**src/rtl/wdt_pkg.sv**
```systemverilog
// Shared types and helpers for the watchdog timeout controller.
package wdt_pkg;

  typedef enum logic [1:0] {
    IDLE  = 2'd0,
    COUNT = 2'd1,
    INTR  = 2'd2,
    RESET = 2'd3
  } wdt_state_e;

  localparam int RPL_W = 3;

  // Pulse length minus one for a code: 2^(code+1)-1, i.e. 1, 3, ..., 255.
  function automatic logic [7:0] rpl_to_len(input logic [RPL_W-1:0] code);
    logic [8:0] n;
    n = 9'd2 << code;
    return 8'(n - 9'd1);
  endfunction

endpackage

```
**src/rtl/wdt_rst_pulse.sv**
```systemverilog
// Reset pulse generator: holds pulse high for 2^(code+1) cycles once started.
module wdt_rst_pulse
  import wdt_pkg::*;
(
  input  logic             pclk,
  input  logic             rst,
  input  logic             start,
  input  logic [RPL_W-1:0] rpl_code,
  output logic             pulse,
  output logic             done
);

  logic [7:0] len_q;
  logic       load;

  assign load = start && !pulse;
  assign done = pulse && (len_q == 8'd0);

  always_ff @(posedge pclk) begin
    if (rst) begin
      pulse <= 1'b0;
    end else if (load) begin
      pulse <= 1'b1;
    end else if (done) begin
      pulse <= 1'b0;
    end
  end

  // The length is captured once at start, so later code changes cannot shorten the pulse.
  always_ff @(posedge pclk) begin
    if (load) begin
      len_q <= rpl_to_len(rpl_code);
    end else if (pulse && (len_q != 8'd0)) begin
      len_q <= len_q - 8'd1;
    end
  end

endmodule

```
**src/rtl/wdt_timeout_ctrl.sv**
```systemverilog
// Watchdog down-counter and response FSM driving the interrupt and system reset pulse.
module wdt_timeout_ctrl
  import wdt_pkg::*;
#(
  parameter int unsigned CNT_W       = 32,
  parameter int unsigned HC_RPL      = 0,
  parameter int unsigned RPL_DEFAULT = 3
) (
  input  logic             pclk,
  input  logic             rst,
  input  logic             wdt_en,
  input  logic [CNT_W-1:0] top_val,
  input  logic             rmod,
  input  logic [RPL_W-1:0] rpl,
  input  logic             restart,
  input  logic             intr_clr,
  output logic             wdt_intr,
  output logic             wdt_rst,
  output logic [CNT_W-1:0] cnt
);

  wdt_state_e       state;
  wdt_state_e       state_nxt;
  logic [CNT_W-1:0] cnt_nxt;
  logic [CNT_W-1:0] cnt_dec;
  logic             intr_nxt;
  logic             pulse_start;
  logic             pulse_done;
  logic             timeout;
  logic [RPL_W-1:0] rpl_code;

  assign timeout  = (cnt == '0);
  assign cnt_dec  = cnt - CNT_W'(1);
  assign rpl_code = (HC_RPL != 0) ? RPL_W'(RPL_DEFAULT) : rpl;

  always_ff @(posedge pclk) begin
    if (rst) begin
      state    <= IDLE;
      cnt      <= '0;
      wdt_intr <= 1'b0;
    end else begin
      state    <= state_nxt;
      cnt      <= cnt_nxt;
      wdt_intr <= intr_nxt;
    end
  end

  always_comb begin
    state_nxt   = state;
    cnt_nxt     = cnt;
    intr_nxt    = wdt_intr;
    pulse_start = 1'b0;
    case (state)
      IDLE: begin
        cnt_nxt  = '0;
        intr_nxt = 1'b0;
        if (wdt_en) begin
          state_nxt = COUNT;
          cnt_nxt   = top_val;
        end
      end
      COUNT: begin
        if (!wdt_en) begin
          state_nxt = IDLE;
          cnt_nxt   = '0;
          intr_nxt  = 1'b0;
        end else if (restart) begin
          cnt_nxt = top_val;
        end else if (timeout) begin
          if (rmod) begin
            state_nxt = INTR;
            intr_nxt  = 1'b1;
            cnt_nxt   = top_val;
          end else begin
            state_nxt   = RESET;
            pulse_start = 1'b1;
          end
        end else begin
          cnt_nxt = cnt_dec;
        end
      end
      INTR: begin
        if (!wdt_en) begin
          state_nxt = IDLE;
          cnt_nxt   = '0;
          intr_nxt  = 1'b0;
        end else if (restart) begin
          state_nxt = COUNT;
          cnt_nxt   = top_val;
          intr_nxt  = 1'b0;
        end else if (intr_clr && timeout) begin
          // A clear racing a timeout is treated as a fresh first timeout.
          cnt_nxt = top_val;
        end else if (intr_clr) begin
          state_nxt = COUNT;
          intr_nxt  = 1'b0;
          cnt_nxt   = cnt_dec;
        end else if (timeout && wdt_intr) begin
          state_nxt   = RESET;
          pulse_start = 1'b1;
        end else begin
          cnt_nxt = cnt_dec;
        end
      end
      RESET: begin
        if (pulse_done) begin
          intr_nxt = 1'b0;
          if (wdt_en) begin
            state_nxt = COUNT;
            cnt_nxt   = top_val;
          end else begin
            state_nxt = IDLE;
            cnt_nxt   = '0;
          end
        end
      end
      default: begin
        state_nxt = IDLE;
        cnt_nxt   = '0;
        intr_nxt  = 1'b0;
      end
    endcase
  end

  wdt_rst_pulse u_pulse (
    .pclk     (pclk),
    .rst      (rst),
    .start    (pulse_start),
    .rpl_code (rpl_code),
    .pulse    (wdt_rst),
    .done     (pulse_done)
  );

endmodule

```
**config.mk**
```make
export PLATFORM = sky130hd
export DESIGN_NAME = wdt_timeout_ctrl
export DESIGN_NICKNAME = d
export VERILOG_FILES = /design/src/rtl/wdt_pkg.sv /design/src/rtl/wdt_rst_pulse.sv /design/src/rtl/wdt_timeout_ctrl.sv
export SDC_FILE = /design/constraint.sdc
export NUM_CORES = 1
export LEC_CHECK = 0
export ABC_AREA = 1
export CELL_PAD_IN_SITES_DETAIL_PLACEMENT = 1
export CELL_PAD_IN_SITES_GLOBAL_PLACEMENT = 2
export CORE_MARGIN = 1
export CORE_UTILIZATION = 30
export DETAILED_ROUTE_END_ITERATION = 16
export PLACE_DENSITY_LB_ADDON = 0.1
export SETUP_SLACK_MARGIN = 0.05
export SLEW_MARGIN = 20
export SYNTH_ARGS = -nofsm -noshare
export SYNTH_HDL_FRONTEND = slang
export SYNTH_SLANG_ARGS = --single-unit
```
**constraint.sdc**
```tcl
create_clock -name pclk -period 4.19 [get_ports pclk]
set_input_delay 0.419 -clock pclk [delete_from_list [all_inputs] [get_ports pclk]]
set_output_delay 0.419 -clock pclk [all_outputs]
set_load 0.05 [all_outputs]
```
==> results.py <==
metrics = {
    "run_status": {
        "status": "finished, final reports clean",
    },
    "setup_path": {
        "path_class": "reg -> reg",
        "startpoint_type": "register",
        "crit_path_end_kind": "register",
        "worstPathRequired_ns": 4.25,
        "crit_fanout": 28,
        "cp.arrival_ns": 3.08,
    },
    "routing": {
        "antenna_left": 0,
        "vias_per_cell": 5.045,
        "dr_total_vias": 4288,
        "wl_per_cell_um": 16.62,
        "drt-total-wl_um": 14130,
        "drc": 0,
        "drt_iter0_drc": 164,
        "firstDrtPassIters": 4,
    },
    "clock_tree": {
        "cts_num_sinks": 44,
        "cts-buffers-inserted": 5,
        "cts-root-buf": "clkbuf_16",
        "cts_tree": "built",
        "h-tree-depth": 2,
        "clk_path_buf_depth": 2,
        "worstSkewPairLatency_ns": 0.31,
        "postCtsSetupBuffers": 0,
        "clk_pin_slew_worst_paths_ns": 0.07,
        "ctsResizeCount": 0,
        "hold_buffers": 0,
    },
    "global_routing": {
        "grt_pass1_vias": 4558,
        "grt_pass1_wl_um": 22940,
        "antenna_found_initial": 0,
        "grt_use_total": 0.2253,
        "grt_overflow": 0,
        "grt_max_degree": 37,
    },
    "synthesis": {
        "synthTopCellsByArea": "dfxtp_1, nand2_1, a21oi_1",
        "synth_area_per_cell_sq_um": 6.203,
        "synth_most_common_cell": "nand2_1",
        "synth_fp_nets": 665,
        "synth_top_family_by_area": "simple AND/OR/NAND/NOR gates",
        "synthMuxAreaShare": 0,
        "synth_compound_area_frac": 0.1988,
        "synth.yosys.seq_area_share": 0.2515,
        "synth_seq_cells": 44,
        "async_reset_ff_frac": 0,
        "synthCells": 616,
        "synthFlopType": "dfxtp_1",
        "synthAdderAreaFrac": 0.02620,
        "synth_edf_count": 8,
        "ys_warn_count": 0,
        "syn_area_sq_mm": 0.003821,
        "synth_top_area_share": 0.1886,
        "synth_top_cells_by_count": "nand2_1, a21oi_1, nor2_1",
        "synth_xor_area_frac": 0.04813,
        "yosysTopAreaCell": "dfxtp_1",
        "synth_cell_types": 40,
        "yosys.area_share.simple": 0.3952,
    },
    "floorplan": {
        "die_area_sq_mm": 0.01319,
        "ios": 75,
        "die_h_um": 114.9,
        "die_w_um": 114.9,
        "core_sq_mm": 0.01221,
        "start_util": 0.3129,
        "rows": 40,
    },
    "sta": {
        "rsz0062_at_grt": "false",
        "drv_slew": 0,
        "slew-limit-headroom": 0.3659,
        "min_period_ns": 3.022,
        "finalHoldViolations": 0,
        "finClkSkew_ns": 0.009274,
        "timing.final.crit_share": 0.7212,
        "setup_slack_ns": 1.168,
        "worst_pin_slew_ns": 0.9501,
        "finalSetupTns_ns": 0,
        "fmax_mhz": 330.9,
        "setup_viol": 0,
    },
    "placed_design": {
        "hpwlAfterDp_um": 10420,
        "io_buffers": 74,
        "dp_slack_ns": 1.011,
        "dp_cells": 842,
        "place.gp.congestion": 0.8687,
    },
    "finish": {
        "syn_to_final_growth_pct": 26.82,
        "instances_no_fill": 850,
        "diodes": 0,
        "drive_above_1_share": 0.08065,
        "nets": 730,
    },
    "flow_run": {
        "maxCapViolCount": 0,
    },
    "pwr": {
        "power_mw": 3.420,
        "power.leakage_nw": 2.083,
        "irDropWorstVdd_mv": 0.5018,
        "power_density_mw_per_mm2": 705.7,
    },
    "hold_path": {
        "hp-class": "reg -> reg",
    },
}
## per-stage QoR
| step | cell area, sq um | hold WS, ns | utilization |
|---|---|---|---|
| 3_3_place_gp | 4682 | 0.5317 | 0.3834 |
| 6_report | 4846 | 0.5480 | 0.3968 |
| 3_5_place_dp | 4682 | 0.5357 | 0.3834 |
| 5_1_grt | 4846 | 0.5879 | 0.3968 |
| 4_1_cts | 4846 | 0.5446 | 0.3968 |
| 2_1_floorplan | 3821 | 0.5476 | - |
## path summary, 6_finish.rpt
check            from                to  slack (ns)  cells past startpoint
max          state[1]  u_pulse.len_q[4]        1.17                     14
min            cnt[7]            cnt[7]        0.55                      2
max reg2reg  state[1]  u_pulse.len_q[4]        1.17                     14
min reg2reg    cnt[7]            cnt[7]        0.55                      2
## cells by family (layout without fill, tap and decap cells)
| kind of cell | Yosys count | count (layout) |
|---|---|---|
| AOI/OAI and AO/OA | 143 | 143 |
| xor gates and xnor gates | 21 | 21 |
| adders and majority gates | 8 | 8 |
| buffers and inverters | 70 | 136 |
| DFF | 44 | 44 |
| and+or+nand+nor | 330 | 330 |
## layer usage
metal	part of all wire	wire, um	GRT usage
met5	0	0	0
met3	0.027	388	0.03479
met4	0.012	175	0.06840
met2	0.50	7056	0.4088
met1	0.46	6504	0.2722
## flip-flops by register name, summed over array words and instances (netlist names)
register,count
wdt_intr,1
u_pulse.len_q,8
state,2
cnt,32
u_pulse.pulse,1
## cells in the final DEF (no fill, tap or decap), types with 12 or more instances in the layout
master | netlist | routed
nand2_1 | 165 | 165
clkdlybuf4s50_1 | 0 | 74
a21oi_1 | 72 | 72
nor2_1 | 65 | 64
o21ai_0 | 55 | 55
inv_1 | 47 | 47
nand3_1 | 37 | 37
dfxtp_1 | 36 | 36
nor3_1 | 13 | 13
xor2_1 | 12 | 12
nor2_2 | 11 | 12
## area by class of cell
class                      instances  area, sq um
fill                            1631         7366
multi-input combinational        502         2556
sequential                        44        960.9
timing repair buffer              77        763.2
tap                              168        210.2
inverter                          51        191.4
clock buffer                       6        128.9
clock inverter                     2        35.03
## report_power, final
group          internal [mW]  leakage (nW)  switching (mW)
Clock                  0.282        0.0808           0.192
Sequential             0.526         0.367           0.159
Combinational          0.723          1.63            1.54
Total                   1.53          2.08            1.89
## critical path, stage by stage (launching register included)
cell     delay (ns)
dfxtp_1        0.41
inv_1          0.11
ha_1           0.28
buf_4          0.35
inv_1          0.14
nor3_2         0.40
nand2_2        0.25
nand2_1        0.15
nand2_1        0.06
inv_1          0.06
ha_1           0.18
inv_1          0.06
nor2_2         0.14
nand2_1        0.08
xnor2_1        0.12
Note: power is estimated with default switching activity, not from simulation.
